**config.mk**
```make
export PLATFORM = sky130hd
export DESIGN_NAME = sprite_fade_compositor
export DESIGN_NICKNAME = d
export VERILOG_FILES = /design/src/rtl/sprite_fade_compositor.sv
export SDC_FILE = /design/constraint.sdc
export NUM_CORES = 1
export LEC_CHECK = 0
export ABC_AREA = 1
export ABC_CLOCK_PERIOD_IN_PS = 5300
export CORE_UTILIZATION = 45
export DETAILED_ROUTE_END_ITERATION = 8
export GPL_ROUTABILITY_DRIVEN = 0
export PLACE_DENSITY_LB_ADDON = 0.05
export SLEW_MARGIN = 20
export SYNTH_ARGS = -nofsm -noshare
export SYNTH_HDL_FRONTEND = slang
export SYNTH_SLANG_ARGS = --single-unit
```
**constraint.sdc**
```tcl
create_clock -name pixel_clk_in -period 5.3 [get_ports pixel_clk_in]
set_clock_uncertainty 0.05 [all_clocks]
set_input_delay 1.06 -clock pixel_clk_in [delete_from_list [all_inputs] [get_ports pixel_clk_in]]
set_output_delay 1.06 -clock pixel_clk_in [all_outputs]
set_load 0.02 [all_outputs]
```
**src/rtl/sprite_fade_compositor.sv**
```systemverilog
// -----------------------------------------------------------------------------
// sprite_fade_compositor
//
// Sits after the palette-based sprite renderer. It delays the background
// pixel, the sync signals and the counters so that they line up with the
// renderer's sprite output. It then alpha-blends the sprite over the
// background in two registered stages. A sprite pixel equal to KEY_COLOR is
// treated as fully transparent. A per-frame fade FSM ramps the sprite opacity
// up or down (card reveal/hide). Opacity changes only on new_frame_in.
//
// Parameters
//   SPRITE_LATENCY  cycles from hcount_in to valid sprite_*_in (>= 1)
//   FADE_STEP       alpha step per frame, 1..256
//   KEY_COLOR       sprite RGB that is rendered fully transparent
//
// Ports
//   pixel_clk_in                          pixel clock, the only clock
//   rst_in                                synchronous, active-high reset
//   hcount_in[10:0], vcount_in[9:0]       counters, aligned with bg_*_in
//   hsync_in, vsync_in, active_draw_in    video timing, aligned with hcount_in
//   new_frame_in                          one-cycle pulse at frame start
//   bg_{red,green,blue}_in[7:0]           background pixel
//   sprite_{red,green,blue}_in[7:0]       sprite pixel, SPRITE_LATENCY late
//   fade_in_trig, fade_out_trig           reveal / hide requests (levels)
//   {red,green,blue}_out[7:0]             composited pixel
//   hsync_out, vsync_out, active_draw_out timing delayed to match RGB
//   hcount_out[10:0], vcount_out[9:0]     counters delayed to match RGB
//   alpha_out[8:0]                        current opacity, 0..256
//   busy_out                              high while fading in or out
// -----------------------------------------------------------------------------
module sprite_fade_compositor #(
  parameter int          SPRITE_LATENCY = 4,
  parameter int          FADE_STEP      = 16,
  parameter logic [23:0] KEY_COLOR      = 24'h000000
) (
  input  logic        pixel_clk_in,
  input  logic        rst_in,
  input  logic [10:0] hcount_in,
  input  logic [9:0]  vcount_in,
  input  logic        hsync_in,
  input  logic        vsync_in,
  input  logic        active_draw_in,
  input  logic        new_frame_in,
  input  logic [7:0]  bg_red_in,
  input  logic [7:0]  bg_green_in,
  input  logic [7:0]  bg_blue_in,
  input  logic [7:0]  sprite_red_in,
  input  logic [7:0]  sprite_green_in,
  input  logic [7:0]  sprite_blue_in,
  input  logic        fade_in_trig,
  input  logic        fade_out_trig,
  output logic [7:0]  red_out,
  output logic [7:0]  green_out,
  output logic [7:0]  blue_out,
  output logic        hsync_out,
  output logic        vsync_out,
  output logic        active_draw_out,
  output logic [10:0] hcount_out,
  output logic [9:0]  vcount_out,
  output logic [8:0]  alpha_out,
  output logic        busy_out
);

  typedef enum logic [1:0] {
    HIDDEN   = 2'd0,
    FADE_IN  = 2'd1,
    SHOWN    = 2'd2,
    FADE_OUT = 2'd3
  } state_t;

  // Timing and counters travel together through every pipeline stage.
  typedef struct packed {
    logic        hsync;
    logic        vsync;
    logic        active;
    logic [10:0] hcount;
    logic [9:0]  vcount;
  } timing_t;

  localparam logic [9:0] STEP_W = 10'(FADE_STEP);

  // ---------------------------------------------------------------------------
  // Fade FSM
  // ---------------------------------------------------------------------------
  state_t     r_state;
  logic [8:0] r_alpha;
  logic       r_busy;

  state_t     w_next_state;
  logic [8:0] w_next_alpha;
  logic [9:0] w_alpha_up;
  logic       w_alpha_up_full;
  logic       w_alpha_dn_empty;
  logic [8:0] w_alpha_dn;
  logic       w_in_req;

  assign w_alpha_up       = {1'b0, r_alpha} + STEP_W;
  assign w_alpha_up_full  = (w_alpha_up >= 10'd256);
  assign w_alpha_dn_empty = ({1'b0, r_alpha} <= STEP_W);
  assign w_alpha_dn       = r_alpha - STEP_W[8:0];
  // A simultaneous hide request overrides a reveal request.
  assign w_in_req         = fade_in_trig && !fade_out_trig;

  // The alpha step uses the current state; a trigger seen in the same cycle
  // changes the state only, so the new direction applies from the next frame.
  always_comb begin
    // NOTE: every variable gets a default first so no path leaves it unassigned
    // (which would infer a latch).
    w_next_state = r_state;
    w_next_alpha = r_alpha;
    case (r_state)
      HIDDEN: begin
        if (w_in_req) w_next_state = FADE_IN;
      end
      FADE_IN: begin
        if (new_frame_in) begin
          if (w_alpha_up_full) begin
            w_next_alpha = 9'd256;
            w_next_state = SHOWN;
          end else begin
            w_next_alpha = w_alpha_up[8:0];
          end
        end
        if (fade_out_trig) w_next_state = FADE_OUT;
      end
      SHOWN: begin
        if (fade_out_trig) w_next_state = FADE_OUT;
      end
      FADE_OUT: begin
        if (new_frame_in) begin
          if (w_alpha_dn_empty) begin
            w_next_alpha = 9'd0;
            w_next_state = HIDDEN;
          end else begin
            w_next_alpha = w_alpha_dn;
          end
        end
        if (w_in_req) w_next_state = FADE_IN;
      end
      default: begin
        w_next_state = HIDDEN;
        w_next_alpha = 9'd0;
      end
    endcase
  end

  always_ff @(posedge pixel_clk_in) begin
    // NOTE: sequential state is written with non-blocking assignments so all
    // registers update together from values sampled at the same edge.
    if (rst_in) begin
      r_state <= HIDDEN;
      r_alpha <= 9'd0;
      r_busy  <= 1'b0;
    end else begin
      r_state <= w_next_state;
      r_alpha <= w_next_alpha;
      r_busy  <= (w_next_state == FADE_IN) || (w_next_state == FADE_OUT);
    end
  end

  // ---------------------------------------------------------------------------
  // Delay line: background and timing wait for the sprite renderer
  // ---------------------------------------------------------------------------
  timing_t     w_tim_in;
  logic [23:0] w_bg_in;
  timing_t     r_tim_dly [SPRITE_LATENCY];
  logic [23:0] r_bg_dly  [SPRITE_LATENCY];

  assign w_tim_in = {hsync_in, vsync_in, active_draw_in, hcount_in, vcount_in};
  assign w_bg_in  = {bg_red_in, bg_green_in, bg_blue_in};

  always_ff @(posedge pixel_clk_in) begin
    // NOTE: the delay stages are reset on purpose so that a reset flushes the
    // whole pipeline to zeros and no stale pixel reaches the output afterwards.
    if (rst_in) begin
      for (int i = 0; i < SPRITE_LATENCY; i++) begin
        r_tim_dly[i] <= '0;
        r_bg_dly[i]  <= '0;
      end
    end else begin
      r_tim_dly[0] <= w_tim_in;
      r_bg_dly[0]  <= w_bg_in;
      for (int i = 1; i < SPRITE_LATENCY; i++) begin
        r_tim_dly[i] <= r_tim_dly[i-1];
        r_bg_dly[i]  <= r_bg_dly[i-1];
      end
    end
  end

  // ---------------------------------------------------------------------------
  // Blend stage 1: per-channel weighted products
  // ---------------------------------------------------------------------------
  logic [23:0]       w_spr;
  logic [23:0]       w_bg_al;
  logic [8:0]        w_a_px;
  logic [8:0]        w_a_inv;
  logic [2:0][16:0]  w_ps;
  logic [2:0][16:0]  w_pb;

  timing_t           r_s1_tim;
  logic [2:0][16:0]  r_ps;
  logic [2:0][16:0]  r_pb;

  assign w_spr   = {sprite_red_in, sprite_green_in, sprite_blue_in};
  assign w_bg_al = r_bg_dly[SPRITE_LATENCY-1];
  // Key-coloured sprite pixels let the background through untouched.
  assign w_a_px  = (w_spr == KEY_COLOR) ? 9'd0 : r_alpha;
  assign w_a_inv = 9'd256 - w_a_px;

  // Channel 2 = red, 1 = green, 0 = blue.
  always_comb begin
    w_ps = '0;
    w_pb = '0;
    for (int ch = 0; ch < 3; ch++) begin
      w_ps[ch] = {9'd0, w_spr[ch*8 +: 8]}   * {8'd0, w_a_px};
      w_pb[ch] = {9'd0, w_bg_al[ch*8 +: 8]} * {8'd0, w_a_inv};
    end
  end

  always_ff @(posedge pixel_clk_in) begin
    if (rst_in) begin
      r_s1_tim <= '0;
      r_ps     <= '0;
      r_pb     <= '0;
    end else begin
      r_s1_tim <= r_tim_dly[SPRITE_LATENCY-1];
      r_ps     <= w_ps;
      r_pb     <= w_pb;
    end
  end

  // ---------------------------------------------------------------------------
  // Blend stage 2: sum, scale by 1/256, blank outside the active area
  // ---------------------------------------------------------------------------
  logic [2:0][16:0] w_sum;
  logic [23:0]      w_pix;

  timing_t          r_s2_tim;
  logic [23:0]      r_rgb;

  // The sum never exceeds 255*256, so bit 16 stays clear; the clamp is purely
  // defensive.
  always_comb begin
    w_sum = '0;
    w_pix = '0;
    for (int ch = 0; ch < 3; ch++) begin
      w_sum[ch]          = r_ps[ch] + r_pb[ch];
      w_pix[ch*8 +: 8]   = w_sum[ch][16] ? 8'hFF : w_sum[ch][15:8];
    end
  end

  always_ff @(posedge pixel_clk_in) begin
    if (rst_in) begin
      r_s2_tim <= '0;
      r_rgb    <= '0;
    end else begin
      r_s2_tim <= r_s1_tim;
      r_rgb    <= r_s1_tim.active ? w_pix : 24'd0;
    end
  end

  // ---------------------------------------------------------------------------
  // Outputs
  // ---------------------------------------------------------------------------
  assign red_out         = r_rgb[23:16];
  assign green_out       = r_rgb[15:8];
  assign blue_out        = r_rgb[7:0];
  assign hsync_out       = r_s2_tim.hsync;
  assign vsync_out       = r_s2_tim.vsync;
  assign active_draw_out = r_s2_tim.active;
  assign hcount_out      = r_s2_tim.hcount;
  assign vcount_out      = r_s2_tim.vcount;
  assign alpha_out       = r_alpha;
  assign busy_out        = r_busy;

endmodule

```
### After elaboration in Yosys (flattened, before gate mapping)

Memory sizes are Yosys's and may differ from the RTL's. A register that Yosys moved wholly into a read port is not among the register bits.
Index checks and enable logic that the tools add are counted.

| word-level totals | value |
|---|---|
| register bits | 162 |
| bits in writable memories | 192 |
| output and inout bits | 58 |
| memories kept | 2 |

| cells by class | value |
|---|---|
| $add $sub $neg | 6 |
| multipliers | 6 |
| magnitude comparators | 2 |
| equal/unequal tests | 7 |
| multiplexer cells | 29 |
| bitwise logic cells | 9 |
| reductions and logical operators | 8 |

Memories:

| memory | depth | width | read ports | clocked after memory_dff | wr ports | RTL line | source |
|---|---|---|---|---|---|---|---|
| r_bg_dly | 4 | 24 | 4 | 0 | 4 | 167 | `logic [23:0] r_bg_dly [SPRITE_LATENCY];` |
| r_tim_dly | 4 | 24 | 4 | 1 | 4 | 166 | `timing_t r_tim_dly [SPRITE_LATENCY];` |

Operators with widths:

| cell | count |
|---|---|
| two-way mux 24 bit | 8 |
| multiplier 8 x 9 -> 17 bit | 6 |
| adder 17 bit | 3 |
| two-way mux 9 bit | 5 |
| zero test 24 bit | 1 |
| two-way mux 8 bit | 3 |
| case mux 9 bit (2 select lines) | 1 |
| two-way mux 2 bit | 8 |
| adder 9 x 5 -> 10 bit, second input constant | 1 |
| greater-or-equal comparator 10 x 9 -> 1 bit, second input constant | 1 |
| less-or-equal comparator 9 x 5 -> 1 bit, second input constant | 1 |
| subtractor 9 x 5 -> 9 bit, second input constant | 1 |
| subtractor 9 bit, first input constant | 1 |
| bitwise OR 1 bit | 8 |
| case mux 2 bit (4 select lines) | 1 |
| equality test 2 bit, second input constant | 3 |
| equality test 2 x 1 -> 1 bit, second input constant | 2 |
| inequality test 2 bit, second input constant | 2 |
| two-way mux 1 bit | 3 |
| AND reduction 3 bit | 1 |
| zero test 2 bit | 1 |
| nonzero test 2 bit | 1 |
| OR reduction 2 bit | 1 |
| logical AND 1 bit | 1 |
| 3 further kinds | 3 |

### Depth between registers and ports, before layout

Gate-level depths: netlist of the first run.

| depth | value |
|---|---|
| word-level depth | 8 |
| depth in mapped cells | 29 |
| depth with buffers taken out | 27 |

### Worst setup path before layout of the first run

OpenSTA, ideal clock, no wires.

| timing path | value |
|---|---|
| kind | input -> register |
| from | input sprite_green_in[1] |
| to | register r_pb[47] (netlist name) |
| setup time | 115 ps |
| arrival time | 5,399 ps |
| data required time | 5,135 ps |
| slack | -264 ps |
| stages on the path | 28 |
| path buffers | 2 |
| cells stage by stage | inv_1 nand4_1 nor2_2 nand3_4 nand2_1 buf_4 buf_4 ha_1 nand2_1 nand2_1 nand2_2 inv_1 nand2_1 fa_1 inv_1 ha_1 inv_1 fa_1 fa_1 inv_1 ha_1 nand2_1 o21ai_0 nor2_1 nor2_1 nand2_1 a21oi_1 nor2_1 |

| on the way | value |
|---|---|
| word-level cells in the longest chain between the ends | 4 |

Ends and longest elaborated chain:

| item | RTL line | source |
|---|---|---|
| start, declared | 48 | `input logic [7:0] sprite_green_in,` |
| zero test 24 bit | 207 | `assign w_a_px = (w_spr == KEY_COLOR) ? 9'd0 : r_alpha;` |
| two-way mux 9 bit | 207 |  |
| subtractor 9 bit | 208 | `assign w_a_inv = 9'd256 - w_a_px;` |
| multiplier 8 x 9 -> 17 bit | 216 | `w_pb[ch] = {9'd0, w_bg_al[ch*8 +: 8]} * {8'd0, w_a_inv};` |
| end signal, assigned | 228 | `r_pb <= w_pb;` |
| end, declared | 202 | `logic [2:0][16:0] r_pb;` |

No other way between the ends.
A chain may end at the register's enable or synchronous reset.

### Final worst setup path of the first run

| timing path | value |
|---|---|
| from | input sprite_red_in[3] |
| to | register r_pb[33] (netlist name) |

| on the way | value |
|---|---|
| word-level cells in the longest chain between the ends | 4 |

Ends and longest elaborated chain:

| item | RTL line | source |
|---|---|---|
| start, declared | 47 | `input logic [7:0] sprite_red_in,` |
| zero test 24 bit | 207 |  |
| two-way mux 9 bit | 207 |  |
| subtractor 9 bit | 208 |  |
| multiplier 8 x 9 -> 17 bit | 216 |  |

No other way between the ends.

==> results of run 1 <==
==> worst max-delay path, cell delays in order <==
cell	delay [ns]
dlymetal6s2s_1	0.16
inv_2	0.07
nand4_1	0.12
nor2_2	0.21
nand3_4	0.20
nand2_4	0.15
ha_4	0.16
nand2_1	0.07
nand2_2	0.09
nand2_4	0.10
buf_12	0.15
nor2_4	0.07
fa_1	0.41
ha_1	0.30
inv_2	0.04
fa_1	0.47
fa_1	0.53
inv_2	0.05
ha_4	0.29
nand2_4	0.06
nor4_4	0.30
nor2_4	0.08
o21ai_2	0.15
nand2_1	0.06
nand2_1	0.05
nor2_1	0.05
==> cell type report <==
| class | count | area share |
|---|---|---|
| Sequential cell | 373 | 0.2455 |
| Clock buffer | 57 | 0.03933 |
| Antenna cell | 1 | 0.00008227 |
| Multi-Input combinational cell | 2038 | 0.4632 |
| Inverter | 864 | 0.1068 |
| Tap cell | 688 | 0.02830 |
| Clock inverter | 17 | 0.008598 |
| Timing Repair Buffer | 373 | 0.1081 |
==> layer usage <==
layer / track usage / up-vias / wire (um)
li1: - / 10440 / -
met4: 0.05622 / 0 / 1277
met3: 0.02608 / 75 / 1882
met2: 0.3294 / 290 / 23740
met5: 0 / - / 0
met1: 0.2635 / 8887 / 25740
==> stage by stage <==
step | utilization | hold slack [ns] | setup slack, ns | instances | TNS (ns)
after global routing | 0.5742 | 0.3580 | 0.006899 | 4411 | 0
after global placement | 0.5313 | 0.3384 | -0.7106 | 4307 | -27.34
after CTS | 0.5604 | 0.3368 | -0.04880 | 4383 | -0.04880
after floorplan | - | 0.3383 | -0.01239 | 3343 | -0.01239
final | 0.5742 | 0.3366 | 0.1906 | 4411 | 0
after detailed placement | 0.5313 | 0.3416 | -0.8035 | 4307 | -31.62
==> worst paths after layout <==
check	start	end	slack, ns	depth (start not counted)
setup / recovery	sprite_red_in[3]	r_pb[33]$_SDFF_PP0_	0.19	26
hold / removal	r_bg_dly[2][13]$_SDFF_PP0_	r_bg_dly[3][13]$_SDFF_PP0_	0.34	2
setup reg to reg	alpha_out[4]$_SDFFE_PP0P_	r_pb[33]$_SDFF_PP0_	0.78	20
hold reg to reg	r_bg_dly[2][13]$_SDFF_PP0_	r_bg_dly[3][13]$_SDFF_PP0_	0.34	2
==> power by group <==
part	switching [mW]	internal (mW)	total, mW
Sequential	0.0800	2.98	3.06
Combinational	1.76	1.33	3.09
Clock	1.18	1.79	2.97
==> registers in the layout (all words and copies together), names as in the netlist <==
name and flops:
r_bg_dly 96, r_tim_dly 96, r_pb 51, r_ps 51
r_rgb 24, r_s1_tim 24, hcount_out 11, vcount_out 10
alpha_out 5, r_state 2, active_draw_out 1, hsync_out 1
vsync_out 1
==> cells by family (layout without fill, tap and decap cells) <==
kind of cell,count (synthesis),after routing,synth area share
AO/OA/AOI/OAI,255,255,0.05702
XOR/XNOR,10,10,0.003596
adder cells (fa/ha/maj),435,435,0.2752
buffers and inverters,932,1311,0.1464
flip-flops,373,373,0.3066
other,2,77,0.0003083
AND/OR/NAND/NOR,1262,1262,0.2108
==> placed cells by master (no fill, tap or decap), types with 13 or more instances in the layout <==
cell type	instances
inv_1	834
nand2_1	520
nor2_1	514
dfxtp_1	373
ha_1	252
buf_4	233
fa_1	167
a21oi_1	119
clkdlybuf4s50_1	105
nand3_1	103
conb_1	76
o21ai_0	50
nor2_2	43
clkbuf_16	42
inv_2	27
dlymetal6s2s_1	24
a21oi_2	23
nor3_1	21
nand3b_1	16
ha_4	14
o21ai_1	13
==> repair_timing <==
action,CTS,global route
buffers inserted,2,26
cloned,0,1
hold buffers,0,0
pin swaps,3,54
setup endpoints to repair,39,49
resized for setup,19,139
==> flow_metrics.env, run 1 <==
export IMPL_hold_viol=0
export IMPL_finalCriticalPeriod_ns=5.109
export IMPL_syn_avg_cell_area_um2=7.451
export IMPL_die_area_mm2=0.05506
export IMPL_start_util=0.4598
export IMPL_globalRoute_totalOverflow=0
export IMPL_antenna_left=0
export IMPL_rows=84
export IMPL_ys_seq_elements=373
export IMPL_clk_pin_slew_ns=0.07
export IMPL_critical_path_class="input pin to flop"
export IMPL_grt_pass1_wl_mm=90.89
export IMPL_globalRouteTotalUtil=0.1962
export IMPL_synth_most_common_cell="inv_1"
export IMPL_area_delta_synth_final_pct=24.88
export IMPL_synth_top_area_share=0.3066
export IMPL_cellPowerDensity_mw_per_mm2=300.1
export IMPL_insertion_delay_ns=0.57
export IMPL_netlist_area_mm2=0.02436
export IMPL_drive_above_1_share=0.1263
export IMPL_async_flop_share=0
export IMPL_dpl_hpwl_mm=41.80
export IMPL_coreArea_mm2=0.05297
export IMPL_cts_tree="built"
export IMPL_multi_input_area_mm2=0.01409
export IMPL_ir_worst_vdd_mv=0.2724
export IMPL_tightest_slew_ns=0.8909
export IMPL_drv_slew=0
export IMPL_power_total_mw=9.127
export IMPL_cp_max_fo=7
export IMPL_first_pass_iters=6
export IMPL_synthCells=3269
export IMPL_timing_final_crit_share=0.9640
export IMPL_grt_pass1_vias=19970
export IMPL_die_h_um=234.6
export IMPL_synth_edf_count=0
export IMPL_dr_first_iter_drc_count=840
export IMPL_leakagePower_nw=16.59
export IMPL_max_freq_ghz=0.1957
export IMPL_cp_end_kind="flop"
export IMPL_crit_arrival_ns=5.49
export IMPL_relSlewSlack=0.4061
export IMPL_final_nets=4203
export IMPL_cts_max_level=2
export IMPL_layout_area_seq_mm2=0.007467
export IMPL_yosys_warnings=0
export IMPL_fillers=5089
export IMPL_ios=135
export IMPL_clock_tree_buffer_depth=3
export IMPL_setup_viol=0
export IMPL_drc=0
export IMPL_via_per_inst=4.465
export IMPL_yosysUniqueCellTypes=40
export IMPL_rsz0062_at_grt="false"
export IMPL_die_w_um=234.6
export IMPL_portBuffers=130
export IMPL_cts_made_buffers=41
export IMPL_synth_top_area_cell="dfxtp_1"
export IMPL_postLayoutCellArea_mm2=0.03042
export IMPL_ys_flop_type="dfxtp_1"
export IMPL_routed_wl_mm=52.64
export IMPL_grt_max_degree=110
export IMPL_hold_class="flop to flop"
export IMPL_status="completed"
export IMPL_vias=19690
export IMPL_critPathLaunchType="input pin"
export IMPL_synth_common_cells="inv_1 (848), nand2_1 (532), nor2_1 (528), dfxtp_1 (373), ha_1 (267)"
export IMPL_antenna_found_initial=1
export IMPL_netlist_top_cells_area="dfxtp_1 (31%), fa_1 (14%), ha_1 (14%)"
export IMPL_yosysSeqAreaShare=0.3066
export IMPL_cts_root_buf="clkbuf_16"
export IMPL_max_cap_violations=0
export IMPL_placed_area_mm2=0.02814
export IMPL_routedWlPerCell_um=11.93
export IMPL_clock_sinks=373
export IMPL_critPathRequiredTime_ns=5.68
No activity file was read; power rests on OpenSTA's default activity.
==> inputs of run 2 (changes only) <==
--- a/config.mk
+++ b/config.mk
@@ -7,10 +7,11 @@
 export LEC_CHECK = 0
 export ABC_AREA = 1
 export ABC_CLOCK_PERIOD_IN_PS = 5300
-export CORE_UTILIZATION = 45
+export CORE_UTILIZATION = 50
+export CTS_BUF_LIST = sky130_fd_sc_hd__clkbuf_16
 export DETAILED_ROUTE_END_ITERATION = 8
 export GPL_ROUTABILITY_DRIVEN = 0
-export PLACE_DENSITY_LB_ADDON = 0.05
+export PLACE_DENSITY = 0.73
 export SLEW_MARGIN = 20
 export SYNTH_ARGS = -nofsm -noshare
 export SYNTH_HDL_FRONTEND = slang
==> run 2 against run 1 <==
Die area shrank 9.9%. Design area shrank 1.4%. Hold slack gained 0.0074 ns. Sequential share of layout area grew 0.35 points. Non-clock buffer count shrank 17. Clock power shrank 7.1%. First-iteration DRC count grew 21%. Via count grew 1.2%. Clock-buffer cell count shrank 17. Largest cell class unchanged. Largest power group unchanged.
==> flow_metrics.env, run 2 (synthesized netlist as in run 1, its figures left out) <==
export IMPL_status="completed"
export IMPL_p_clk_frac=0.308
export IMPL_via_per_inst=4.618
export IMPL_tightest_slew_ns=0.9615
export IMPL_final_cells=4315
export IMPL_p_sw_frac=0.3411
export IMPL_drc=0
export IMPL_routed_wl_mm=52.77
export IMPL_drv_slew=0
export IMPL_final_cell_mix="inv_1 (837), nand2_1 (521), nor2_1 (519)"
export IMPL_slowest_delay_ns=0.55
export IMPL_power_total_mw=8.938
export IMPL_holdBufCountCts=0
export IMPL_vias=19930
export IMPL_portBuffers=130
export IMPL_final_common_cell="inv_1"
export IMPL_hold_depth=2
export IMPL_dr_first_iter_drc_count=1016
export IMPL_clock_sinks=373
export IMPL_max_cap_violations=0
export IMPL_ios=135
export IMPL_leakagePower_nw=16.45
export IMPL_reg_largest_list="r_bg_dly: 96 flops, r_tim_dly: 96 flops"
export IMPL_hold_class="flop to flop"
export IMPL_cp_end_kind="flop"
export IMPL_antenna_found_initial=0
export IMPL_rrSetupSlack_ns=0.76
export IMPL_clock_tree_buffer_depth=3
export IMPL_coreArea_mm2=0.04785
export IMPL_dpl_hpwl_mm=41.16
export IMPL_crit_reg2reg_launch="alpha_out[4]$_SDFFE_PP0P_"
export IMPL_routedWlPerCell_um=12.23
export IMPL_clk_pin_slew_ns=0.07
export IMPL_grt_pass1_vias=19350
export IMPL_p_sw_mw=3.049
export IMPL_seqPwrFrac=0.343
export IMPL_final_util=0.6269
export IMPL_first_pass_iters=5
export IMPL_die_area_mm2=0.04960
export IMPL_drive_above_1_share=0.1138
export IMPL_place_inst=4225
export IMPL_fillers=4189
export IMPL_start_util=0.5090
export IMPL_hold_viol=0
export IMPL_cellPowerDensity_mw_per_mm2=298.0
export IMPL_p_comb_frac=0.349
export IMPL_antenna_left=0
export IMPL_critPathLaunchType="input pin"
export IMPL_die_w_um=222.7
export IMPL_r2r_end="r_ps[8]$_SDFF_PP0_"
export IMPL_slowest_stage="fa_1"
export IMPL_cts_tree="built"
export IMPL_area_delta_synth_final_pct=23.15
export IMPL_die_h_um=222.7
export IMPL_cp_max_fo=8
export IMPL_setup_viol=0
export IMPL_cp_startpoint="sprite_red_in[2]"
export IMPL_crit_end="r_ps[33]$_SDFF_PP0_"
export IMPL_cts_root_buf="clkbuf_16"
export IMPL_grt_pass1_wl_mm=88.55
export IMPL_globalRouteTotalUtil=0.2172
export IMPL_ir_worst_vdd_mv=0.3172
export IMPL_rows=80
export IMPL_crit_arrival_ns=5.63
export IMPL_cts_made_buffers=40
export IMPL_critical_path_class="input pin to flop"
export IMPL_grt_max_degree=225
export IMPL_final_nets=4185
export IMPL_worst_r2r_cell_count=17
export IMPL_cpMostUsedCell="inv_2"
export IMPL_timing_final_crit_share=0.9757
export IMPL_finalCriticalPeriod_ns=5.171
export IMPL_globalRoute_totalOverflow=0
export IMPL_relSlewSlack=0.3590
export IMPL_antenna_diode_count=0
export IMPL_cts_max_level=2
export IMPL_max_freq_ghz=0.1934
export IMPL_p_int_mw=5.889
export IMPL_insertion_delay_ns=0.57
export IMPL_critPathRequiredTime_ns=5.76
[run 2: changes by cell type in the layout (fill, tap and decap cells not counted), moves of 4 or more]
| cell | before | now |
|---|---|---|
| clkbuf_1 | 5 | 0 |
| nor2_2 | 43 | 36 |
| clkbuf_8 | 12 | 1 |
| nor2_1 | 514 | 519 |
| buf_4 | 233 | 211 |
| clkinv_1 | 1 | 6 |
| a21oi_2 | 23 | 14 |
| o21ai_0 | 50 | 55 |
| ha_1 | 252 | 256 |
| a21oi_1 | 119 | 127 |
[run 2: worst min-delay path by stage]
stage,from,endpoint,slack [ns]
after CTS,r_bg_dly[1][23]$_SDFF_PP0_,r_bg_dly[2][23]$_SDFF_PP0_,0.35
after detailed placement,r_tim_dly[2][6]$_SDFF_PP0_,r_tim_dly[3][6]$_SDFF_PP0_,0.34
after global routing,r_tim_dly[1][22]$_SDFF_PP0_,r_tim_dly[2][22]$_SDFF_PP0_,0.36
after global placement,r_tim_dly[2][14]$_SDFF_PP0_,r_tim_dly[3][14]$_SDFF_PP0_,0.34
final,r_bg_dly[2][11]$_SDFF_PP0_,r_bg_dly[3][11]$_SDFF_PP0_,0.34
after floorplan,r_s1_tim[10]$_SDFF_PP0_,hcount_out[0]$_SDFF_PP0_,0.34
[run 2: critical path, delay by kind of cell]
kind | cells | cell delay (ns)
AO/OA/AOI/OAI | 3 | 0.36
adder cells (fa/ha/maj) | 5 | 2.36
buffers and inverters | 10 | 0.94
AND/OR/NAND/NOR | 8 | 0.91
[run 2: metrics by stage]
step	TNS (ns)	setup slack, ns	instance area, um2	hold WS, ns
final	0	0.1289	29990	0.3440
after global routing	-0.03224	-0.03224	29990	0.3573
after detailed placement	-40.10	-0.8991	28020	0.3420
after CTS	-0.08341	-0.03533	29520	0.3459
after global placement	-35.67	-0.8084	28020	0.3387
after floorplan	-0.01239	-0.01239	24660	0.3383
[run 2: layout make-up]
| cell class | instances | area (um2) | share of cell area |
|---|---|---|---|
| clock inverters | 29 | 314.1 | 0.01047 |
| well taps | 615 | 769.5 | 0.02565 |
| clock buffers | 40 | 1001 | 0.03337 |
| flip-flops and latches | 373 | 7467 | 0.2490 |
| inverters | 864 | 3243 | 0.1081 |
| multi-input cells | 2038 | 14020 | 0.4673 |
| repair buffers | 356 | 3182 | 0.1061 |
[run 2: power by group through the flow]
| stage | sequential, mW | combinational [mW] | clock, mW |
|---|---|---|---|
| 2_1_floorplan | 3.09 | 1.83 | 0 |
| 3_3_place_gp | 3.12 | 2.74 | 0 |
| 3_5_place_dp | 3.12 | 2.78 | 0 |
| 4_1_cts | 3.06 | 2.90 | 2.85 |
| 5_1_grt | 3.08 | 3.52 | 2.95 |
| 6_report | 3.06 | 3.12 | 2.76 |
[run 2: routing by layer]
layer  vias to the layer above  part of all wire  wire length [um]  GRT usage
li1                      10420                 -                 -          -
met1                      8977              0.46             24120     0.2797
met2                       432              0.45             23980     0.3633
met3                        99             0.059              3108    0.04179
met4                         0             0.030              1562    0.07519
met5                         -                 0                 0          0
[run 2: repair_timing]
action | 4_1_cts | 5_1_grt
buffers inserted | 0 | 20
resized for setup | 42 | 90
cloned | 0 | 1
endpoints found under the setup margin | 46 | 46
pin swaps | 7 | 42
